`config.mk`:
```
export PLATFORM = sky130hd
export DESIGN_NAME = osd_wr_arbiter_flat
export DESIGN_NICKNAME = d
export VERILOG_FILES = /design/src/rtl/osd_pkg.sv /design/src/rtl/osd_wr_arbiter_if.sv /design/src/rtl/osd_rr_arb.sv /design/src/rtl/osd_wr_arbiter.sv /design/src/flat_wrapper.sv
export SDC_FILE = /design/constraint.sdc
export NUM_CORES = 1
export LEC_CHECK = 0
export ABC_AREA = 1
export CORE_MARGIN = 1.5
export CORE_UTILIZATION = 41
export CTS_CLUSTER_DIAMETER = 100
export DETAILED_ROUTE_END_ITERATION = 10
export GPL_TIMING_DRIVEN = 0
export HOLD_SLACK_MARGIN = 0.1
export PLACE_DENSITY = 0.86
export RECOVER_POWER = 50
export REMOVE_ABC_BUFFERS = 1
export SYNTH_ARGS = -nofsm -noshare
export SYNTH_HDL_FRONTEND = slang
export SYNTH_SLANG_ARGS = --single-unit
export TNS_END_PERCENT = 10
```
`constraint.sdc`:
```
create_clock -name clk -period 4 [get_ports clk]
set_clock_uncertainty 0.15 [all_clocks]
set_input_delay 0.8 -clock clk [delete_from_list [all_inputs] [get_ports clk]]
set_output_delay 0.8 -clock clk [all_outputs]
set_load 0.01 [all_outputs]
```
`src/rtl/osd_pkg.sv`:
```
// Shared definitions for the OSD text-buffer write arbiter.
//   OSD_COLS_DEF / OSD_ROWS_DEF : default text-buffer geometry
//   OSD_BLANK_CHAR              : character used to clear the buffer
//   osd_arb_state_t             : arbiter FSM states
package osd_pkg;

  localparam int unsigned OSD_COLS_DEF   = 40;
  localparam int unsigned OSD_ROWS_DEF   = 20;
  localparam logic [7:0]  OSD_BLANK_CHAR = 8'h20;

  typedef enum logic [0:0] {
    IDLE,
    CLEAR
  } osd_arb_state_t;

endpackage

```
`src/rtl/osd_wr_arbiter_if.sv`:
```
// Writer-side handshake and text-buffer write port of the OSD write arbiter.
//   req_valid/req_ready : per-writer valid/ready handshake
//   req_addr/req_data   : per-writer character address and code
//   we/wr_addr/wr_data  : registered text-buffer write port
// Modports: master = writers + VRAM side (testbench), slave = arbiter.
interface osd_wr_arbiter_if #(
  parameter int unsigned NREQ = 4
);

  logic [NREQ-1:0]        req_valid;
  logic [NREQ-1:0]        req_ready;
  logic [NREQ-1:0][15:0]  req_addr;
  logic [NREQ-1:0][7:0]   req_data;
  logic                   we;
  logic [15:0]            wr_addr;
  logic [7:0]             wr_data;

  modport master (
    output req_valid,
    output req_addr,
    output req_data,
    input  req_ready,
    input  we,
    input  wr_addr,
    input  wr_data
  );

  modport slave (
    input  req_valid,
    input  req_addr,
    input  req_data,
    output req_ready,
    output we,
    output wr_addr,
    output wr_data
  );

endinterface

```
`src/rtl/osd_rr_arb.sv`:
```
// Generic round-robin arbiter.
//   clk, rst_n : clock, asynchronous active-low reset
//   req        : request vector
//   en         : grant enable; no grant when low
//   adv        : a grant was taken this cycle; remember it as the last winner
//   gnt        : one-hot grant (combinational)
//   idx        : index of the granted requester
// The search starts just above the last winner and wraps, so after reset
// (last = NREQ-1) requester 0 has top priority.
module osd_rr_arb #(
  parameter  int unsigned NREQ = 4,
  localparam int unsigned IdxW = $clog2(NREQ)
) (
  input  logic            clk,
  input  logic            rst_n,
  input  logic [NREQ-1:0] req,
  input  logic            en,
  input  logic            adv,
  output logic [NREQ-1:0] gnt,
  output logic [IdxW-1:0] idx
);

  logic [IdxW-1:0] last_q;
  logic            hit_hi, hit_lo;
  logic [IdxW-1:0] idx_hi, idx_lo;

  // Lowest requester above last wins; otherwise lowest at or below last.
  always_comb begin
    gnt    = '0;
    idx    = '0;
    hit_hi = 1'b0;
    hit_lo = 1'b0;
    idx_hi = '0;
    idx_lo = '0;
    for (int i = NREQ - 1; i >= 0; i--) begin
      if (req[i]) begin
        if (i > int'(last_q)) begin
          hit_hi = 1'b1;
          idx_hi = IdxW'(i);
        end else begin
          hit_lo = 1'b1;
          idx_lo = IdxW'(i);
        end
      end
    end
    if (en && (hit_hi || hit_lo)) begin
      idx      = hit_hi ? idx_hi : idx_lo;
      gnt[idx] = 1'b1;
    end
  end

  always_ff @(posedge clk or negedge rst_n) begin
    if (!rst_n) begin
      last_q <= IdxW'(NREQ - 1);
    end else if (adv) begin
      last_q <= idx;
    end
  end

endmodule

```
`src/rtl/osd_wr_arbiter.sv`:
```
// OSD text-buffer write arbiter: shares one VRAM write port among NREQ
// writers, round-robin, one write per cycle, with an optional clear engine
// that fills the whole buffer with CLEAR_CHAR.
//   clk, rst_n  : clock, asynchronous active-low reset
//   bus         : writer handshakes + registered write port (slave modport)
//   clear_req   : start-clear pulse (only with OSD_WR_ARBITER_CLEAR_EN)
//   clear_busy  : clear engine active (0 without the macro)
//   oob_err     : one-cycle pulse, an accepted write had addr >= COLS*ROWS
// Build option: define OSD_WR_ARBITER_CLEAR_EN to include the clear engine.
module osd_wr_arbiter
  import osd_pkg::*;
#(
  parameter int unsigned NREQ       = 4,
  parameter int unsigned COLS       = OSD_COLS_DEF,
  parameter int unsigned ROWS       = OSD_ROWS_DEF,
  parameter logic [7:0]  CLEAR_CHAR = OSD_BLANK_CHAR
) (
  input  logic                clk,
  input  logic                rst_n,
  osd_wr_arbiter_if.slave     bus,
`ifdef OSD_WR_ARBITER_CLEAR_EN
  input  logic                clear_req,
`endif
  output logic                clear_busy,
  output logic                oob_err
);

  localparam int unsigned DEPTH = COLS * ROWS;
  localparam int unsigned IdxW  = $clog2(NREQ);

  logic [NREQ-1:0] gnt;
  logic [IdxW-1:0] idx;
  logic            arb_en;
  logic            hs;
  logic [15:0]     sel_addr;
  logic [7:0]      sel_data;
  logic            in_range;
  logic            clr_wr;
  logic [15:0]     clr_addr;

  logic            we_q, oob_q;
  logic [15:0]     wr_addr_q;
  logic [7:0]      wr_data_q;

`ifdef OSD_WR_ARBITER_CLEAR_EN
  osd_arb_state_t  state_q, state_d;
  logic [15:0]     cnt_q, cnt_d;

  always_comb begin
    state_d  = state_q;
    cnt_d    = cnt_q;
    arb_en   = 1'b0;
    clr_wr   = 1'b0;
    clr_addr = cnt_q;
    unique case (state_q)
      IDLE: begin
        // Clear wins over any pending writer in its request cycle.
        if (clear_req) begin
          state_d = CLEAR;
          cnt_d   = '0;
        end else begin
          arb_en = 1'b1;
        end
      end
      CLEAR: begin
        clr_wr = 1'b1;
        cnt_d  = cnt_q + 16'd1;
        if (cnt_q == 16'(DEPTH - 1)) begin
          state_d = IDLE;
          cnt_d   = '0;
        end
      end
      default: state_d = IDLE;
    endcase
  end

  always_ff @(posedge clk or negedge rst_n) begin
    if (!rst_n) begin
      state_q <= IDLE;
      cnt_q   <= '0;
    end else begin
      state_q <= state_d;
      cnt_q   <= cnt_d;
    end
  end

  assign clear_busy = (state_q == CLEAR);
`else
  assign arb_en     = 1'b1;
  assign clr_wr     = 1'b0;
  assign clr_addr   = '0;
  assign clear_busy = 1'b0;
`endif

  // Grants are forced low while reset is asserted.
  osd_rr_arb #(
    .NREQ (NREQ)
  ) u_rr_arb (
    .clk   (clk),
    .rst_n (rst_n),
    .req   (bus.req_valid),
    .en    (arb_en & rst_n),
    .adv   (hs),
    .gnt   (gnt),
    .idx   (idx)
  );

  assign bus.req_ready = gnt;
  // A grant is only ever given to a valid requester, so any grant is a transfer.
  assign hs       = |gnt;
  assign sel_addr = bus.req_addr[idx];
  assign sel_data = bus.req_data[idx];
  assign in_range = ({1'b0, sel_addr} < 17'(DEPTH));

  always_ff @(posedge clk or negedge rst_n) begin
    if (!rst_n) begin
      we_q      <= 1'b0;
      oob_q     <= 1'b0;
      wr_addr_q <= '0;
      wr_data_q <= '0;
    end else if (clr_wr) begin
      we_q      <= 1'b1;
      oob_q     <= 1'b0;
      wr_addr_q <= clr_addr;
      wr_data_q <= CLEAR_CHAR;
    end else begin
      we_q  <= hs & in_range;
      oob_q <= hs & ~in_range;
      if (hs && in_range) begin
        wr_addr_q <= sel_addr;
        wr_data_q <= sel_data;
      end
    end
  end

  assign bus.we      = we_q;
  assign bus.wr_addr = wr_addr_q;
  assign bus.wr_data = wr_data_q;
  assign oob_err     = oob_q;

endmodule

```
`src/flat_wrapper.sv`:
```
// flat-port wrapper written by rule: the top's interface ports become plain ports
module osd_wr_arbiter_flat import osd_pkg::*;
#(
  parameter int unsigned NREQ       = 4,
  parameter int unsigned COLS       = OSD_COLS_DEF,
  parameter int unsigned ROWS       = OSD_ROWS_DEF,
  parameter logic [7:0]  CLEAR_CHAR = OSD_BLANK_CHAR
)
  (clk, rst_n, clear_busy, oob_err, bus_req_valid, bus_req_addr, bus_req_data, bus_req_ready, bus_we, bus_wr_addr, bus_wr_data);
  osd_wr_arbiter_if #(.NREQ(NREQ)) bus_i ();
  input  logic clk;
  input  logic rst_n;
  output logic clear_busy;
  output logic oob_err;
  input wire logic [$bits(bus_i.req_valid)-1:0] bus_req_valid;
  input wire logic [$bits(bus_i.req_addr)-1:0] bus_req_addr;
  input wire logic [$bits(bus_i.req_data)-1:0] bus_req_data;
  output wire logic [$bits(bus_i.req_ready)-1:0] bus_req_ready;
  output wire logic [$bits(bus_i.we)-1:0] bus_we;
  output wire logic [$bits(bus_i.wr_addr)-1:0] bus_wr_addr;
  output wire logic [$bits(bus_i.wr_data)-1:0] bus_wr_data;
  assign bus_i.req_valid = bus_req_valid;
  assign bus_i.req_addr = bus_req_addr;
  assign bus_i.req_data = bus_req_data;
  assign bus_req_ready = bus_i.req_ready;
  assign bus_we = bus_i.we;
  assign bus_wr_addr = bus_i.wr_addr;
  assign bus_wr_data = bus_i.wr_data;
  osd_wr_arbiter #(.NREQ(NREQ), .COLS(COLS), .ROWS(ROWS), .CLEAR_CHAR(CLEAR_CHAR)) u_core (.clk(clk), .rst_n(rst_n), .bus(bus_i), .clear_busy(clear_busy), .oob_err(oob_err));
endmodule
```
# --- Word level (Yosys, flattened, before mapping) ---
# Cells that the tools add are included.
# W data, S select, Z words.
op_classes:
  mul: 0
  addsub: 0
  muxes: 35
  n_div: 0
  n_shift: 0
  n_eq_ne: 0
  n_lt_le_gt_ge: 7
  n_reduce_logical: 5
  n_bitwise: 3
op_table:
  columns: ["operator", "count"]
  rows:
  - ["$bmux W16 S2", 1]
  - ["$mux W2", 15]
  - ["$bmux W8 S2", 1]
  - ["$lt A16 B10 Y1 const B", 1]
  - ["$mux W16", 1]
  - ["$mux W1", 14]
  - ["$mux W8", 1]
  - ["$lt A2 B3 Y1 const B", 2]
  - ["$gt A2 B2 Y1 const A", 2]
  - ["$mux W4", 1]
  - ["$reduce_or A4 Y1", 1]
  - ["$logic_and A1 B1 Y1", 3]
  - ["$and A1 B1 Y1", 2]
  - ["$demux W1 S2", 1]
  - ["$ge A2 B1 Y1 const B", 1]
  - ["$gt A1 B2 Y1 const A", 1]
  - ["$logic_or A1 B1 Y1", 1]
  - ["$not A1 Y1", 1]
word_totals:
  latchBits: 0
  mem_bits_rw: 0
  rom_bits: 0
  register_bits: 28
  elab_cells: 55
  output_inout_bits: 31
  n_memories: 0

# --- Logic depth before layout (Yosys ltp) ---
logic_depth:
  depth_word: 16
  depth_mapped: 18
  depth_no_buf: 15

# --- Cells and area by module ---
# From an unflattened synthesis, not the netlist that was laid out.
hier_totals:
  cells_unflattened: 328
  hier_area_um2: 2103.3
modules_own_cells:
  columns: ["mod", "cells_each", "area_each_um2", "n_inst", "seq_area_each_um2"]
  rows:
  - ["osd_wr_arbiter", 285, 1850.5, 1, 650.6]
  - ["osd_rr_arb", 43, 252.7, 1, 52.6]

# --- Worst setup path before layout ---
# OpenSTA, ideal clock, no wires.
synth_timing:
  path_type: "in2out"
  from: "input bus_req_valid[1]"
  to: "output bus_req_ready[1]"
  slack_ns: 1.154
  cell_stages: 9
  arrival_time_ns: 1.896
  cell_sequence: "inv_1 > nor3_2 > inv_2 > nand3_4 > nand3_4 > buf_6 > buf_2 > buf_2 > nor2_1"
synth_between:
  elab_chain_len: 8
  word_cells_on_any_way: 15
synth_lines:
  columns: ["item", "line_no", "rtl"]
  rows:
  - ["from (decl)", "flat_wrapper.sv:15", "input wire logic [$bits(bus_i.req_valid)-1:0] bus_req_valid;"]
  - ["$mux W2 (2 in series)", "osd_rr_arb.sv:36", "if (req[i]) begin"]
  - ["$mux W2", "osd_rr_arb.sv:47", "idx = hit_hi ? idx_hi : idx_lo;"]
  - ["$lt A2 B3 Y1 (not written as such) / $ge A2 B1 Y1 (equally long branches)", "osd_rr_arb.sv:48", "gnt[idx] = 1'b1;"]
  - ["$logic_and A1 B1 Y1 (not written as such)", "osd_rr_arb.sv:48", null]
  - ["$mux W1 (not written as such)", "osd_rr_arb.sv:48", null]
  - ["$demux W1 S2", "osd_rr_arb.sv:48", null]
  - ["$mux W4 (*)", "osd_rr_arb.sv:46", "if (en && (hit_hi || hit_lo)) begin"]
  - ["to (decl)", "flat_wrapper.sv:18", "output wire logic [$bits(bus_i.req_ready)-1:0] bus_req_ready;"]
# Mark *: on every way between the ends. The rest lies on a longest branch, timed or not.

# --- Final worst setup path ---
layout_timing:
  from: "input bus_req_valid[1]"
  to: "output bus_req_ready[2]"
# Same word-level chain as after synthesis.

==> impl_results.rst <==
.. list-table::
   :header-rows: 1

   * - Metric
     - Value
   * - GR Util All Layers
     - 25.4%
   * - Horizontal die dimension
     - 77.1 um
   * - Fin cells
     - 529
   * - Mean post-synth cell area
     - around 6.6 um2
   * - Number of sinks driven by the clock tree
     - 28
   * - Post-CTS Hold Buffers
     - 0
   * - Count of routing violations after the opening detailed-route iteration
     - about 180
   * - Run status
     - complete, no violations
   * - Upper clock frequency limit
     - ~260 MHz
   * - Pre-Repair DR Iteration Count
     - 4
   * - Max-cap violations
     - 0
   * - Number of global-route vias before repair
     - 2551
   * - Class of the most critical setup path
     - input pin to primary output
   * - Library cells used by synthesis
     - 29
   * - Clock tree from TritonCTS
     - built
   * - Vertical extent of the die
     - a little under 80 um
   * - Multi-input gate area
     - around 1300 um2
   * - Worst path arrival time
     - 2910 ps
   * - Total power divided by cell area
     - 381 nW/um2
   * - Die area
     - 5950 um2
   * - Number of enable-type register cells in the synthesized netlist
     - 0
   * - Highest-count cells in the layout ignoring fill and taps
     - sky130_fd_sc_hd__clkdlybuf4s50_1 (115), sky130_fd_sc_hd__nand2_1 (107), sky130_fd_sc_hd__nor2_1 (33)
   * - Endpoint class of the critical path
     - primary output
   * - Slew headroom
     - 59.9%
   * - Drt via density
     - between 5 and 6
   * - Wire length per cell after detailed routing
     - 14.2 um
   * - Clock Pin Slew Worst Setup and Hold Paths
     - ~100 ps
   * - Area growth from synthesis to layout
     - 60.0%
   * - Predominant post-synthesis flop cell
     - sky130_fd_sc_hd__dfrtp_1
   * - Count of warnings emitted by yosys
     - 0
   * - Unrepaired setup endpoints after global routing
     - no
   * - Total congestion overflow
     - 0
   * - Fraction of layout instances using a drive strength above 1
     - under 10%
   * - Worst Tran Pin Value
     - 601 ps
   * - Via count
     - 2723
   * - Combined area of all synthesized cells
     - approximately 2300 um2
   * - Final routed DRC violation total
     - 0
   * - Final critical delay including setup and external delays
     - between 3000 and 4000 ps
   * - CTS buffer count
     - 3
   * - Std-Cell Core Area
     - 5200 um2
   * - Floorplan row count
     - 26
   * - CTS Buffer Depth
     - 2
   * - Max Slew Vio Count
     - 0
   * - Post-layout net count
     - 562
   * - Clock latency at the later pin of the worst-skew pair
     - 270 ps
   * - Inst Count DP
     - between 500 and 600
   * - H-tree depth
     - 1
   * - Number of cells produced by synthesis
     - 343
   * - Post-DP Area
     - 3460 um2
   * - IO Port Bufs
     - about 130
   * - Number of endpoints failing setup at the final stage
     - 0
   * - Crit-path max FO
     - 18
   * - IO Pins
     - 133
   * - Wire length of the first global-routing pass
     - 12300 um
   * - Flip-flop and latch area
     - 703 um2
   * - Element type at the critical path start
     - input pin
   * - Peak ir drop on the vdd network
     - 244 uV
   * - Leak
     - roughly 1.7 nW
   * - Most common cell after layout, fill and taps aside
     - sky130_fd_sc_hd__clkdlybuf4s50_1
   * - RePlAce Congestion
     - 0.833
   * - Sequential element share of the synthesized area
     - between 30% and 40%
   * - Maximum number of pins on one net before global-route repair
     - 39
   * - Placed wire-length estimate after detailed placement
     - 4980 um
   * - Initial antenna violation count
     - 0
   * - Post-route cell area
     - 3600 um2
   * - CTS root buf
     - sky130_fd_sc_hd__clkbuf_8
   * - Antenna fix cells
     - 0
   * - Number of nets with antenna violations after detailed routing
     - 0
   * - Fill cells
     - 456
   * - Routed wire length
     - 7500 um
   * - Final hold violation count
     - 0
   * - Data required time of the worst path
     - 3050 ps
   * - FFs w/ async S/R, synth
     - 100%
   * - #FFs+latches synth
     - 28
   * - Final cycle utilization of the critical path
     - 96.6%
   * - Initial core utilization
     - 43.3%
   * - Worst Hold Class
     - input pin to asynchronous set/reset pin
   * - Post-route core utilization
     - 69.2%
==> where the power goes <==
part / internal, W / switching [W]
Sequential: 0.000381 / 0.0000538
Clock: 0.0000883 / 0.0000933
Combinational: 0.000356 / 0.000401
==> path summary, 6_finish.rpt <==
kind,cells after the start,startpoint,slack [ps],end
worst max-delay path,9,bus_req_valid[1],140,bus_req_ready[2]
worst min-delay path,1,rst_n,320,u_core.bus.wr_addr[5]
worst max register to register,15,u_core.u_rr_arb.last_q[1],720,u_core.bus.wr_addr[10]
worst min register to register,2,u_core.bus.wr_addr[5],330,u_core.bus.wr_addr[5]
max in group asynchronous,1,rst_n,3050,u_core.u_rr_arb.last_q[1]
min in group clk,2,u_core.bus.wr_addr[5],330,u_core.bus.wr_addr[5]
==> critical path: stages <==
cell and delay, ps:
sky130_fd_sc_hd__clkdlybuf4s50_1 480, sky130_fd_sc_hd__inv_1 70, sky130_fd_sc_hd__nor3_2 180, sky130_fd_sc_hd__nor2_1 90
sky130_fd_sc_hd__nand2_2 280, sky130_fd_sc_hd__nand2_1 260, sky130_fd_sc_hd__nand2_8 220, sky130_fd_sc_hd__inv_1 60
sky130_fd_sc_hd__clkdlybuf4s50_1 470
==> synthesized netlist by cell type (2+ instances only) <==
cell,n,share of area [%]
sky130_fd_sc_hd__buf_2,4,0.89
sky130_fd_sc_hd__buf_6,8,4.0
sky130_fd_sc_hd__nand4_1,32,8.9
sky130_fd_sc_hd__inv_1,29,4.8
sky130_fd_sc_hd__nor2_1,33,5.5
sky130_fd_sc_hd__clkbuf_1,4,0.67
sky130_fd_sc_hd__inv_2,10,1.7
sky130_fd_sc_hd__a21oi_1,14,3.1
sky130_fd_sc_hd__nand2_2,5,1.4
sky130_fd_sc_hd__nor3_1,13,2.9
sky130_fd_sc_hd__nand3_4,2,1.6
sky130_fd_sc_hd__dfstp_2,2,2.3
sky130_fd_sc_hd__dfrtp_1,26,29
sky130_fd_sc_hd__a211oi_1,13,4.3
sky130_fd_sc_hd__nand2_1,108,18
sky130_fd_sc_hd__nand3_1,20,4.4
sky130_fd_sc_hd__buf_4,8,2.7
==> stage by stage <==
step	power, W	setup WS [ps]	setup TNS, ps	hold WS (ps)
2_1_floorplan	0.000781	535	0	326
3_3_place_gp	0.00116	-2130	-58170	303
3_5_place_dp	0.00118	-2200	-59640	307
4_1_cts	0.00138	75.3	0	332
5_1_grt	0.00147	1.27	0	335
6_report	0.00137	138	0	316
==> area by class of cell <==
class | count | share of cell area [%]
repair buffers | 134 | 36.9
multi-input cells | 253 | 35.2
flip-flops and latches | 28 | 19.5
inverters | 40 | 4.44
well taps | 70 | 2.43
clock buffers | 4 | 1.53
==> registers in the layout (all words and copies together), names as in the netlist <==
register / count
u_core.bus.wr_data: 8
u_core.oob_err: 1
u_core.bus.we: 1
u_core.u_rr_arb.last_q: 2
u_core.bus.wr_addr: 16
==> timing repair <==
item,4_1_cts,5_1_grt
gates cloned,3,0
pin swaps,2,1
endpoints found under the setup margin,30,27
gates resized for setup,15,1
setup buffers,0,3
==> cells by family after synthesis <==
| kind of cell | share of synthesized area, % |
|---|---|
| and+or+nand+nor | 44.8 |
| other | 0.167 |
| buffers and inverters | 15.2 |
| DFF | 31.2 |
| AOI/OAI and AO/OA | 8.61 |
==> per-layer routing <==
| metal | part of all wire, % | vias up | track usage [%] |
|---|---|---|---|
| met2 | 50 | 119 | 47.0 |
| met3 | 7.4 | 8 | 4.64 |
| met1 | 41 | 1243 | 30.9 |
| met4 | 1.2 | 0 | 4.36 |
| li1 | - | 1353 | - |
| met5 | 0 | - | 0 |
No activity file was read; power rests on OpenSTA's default activity.
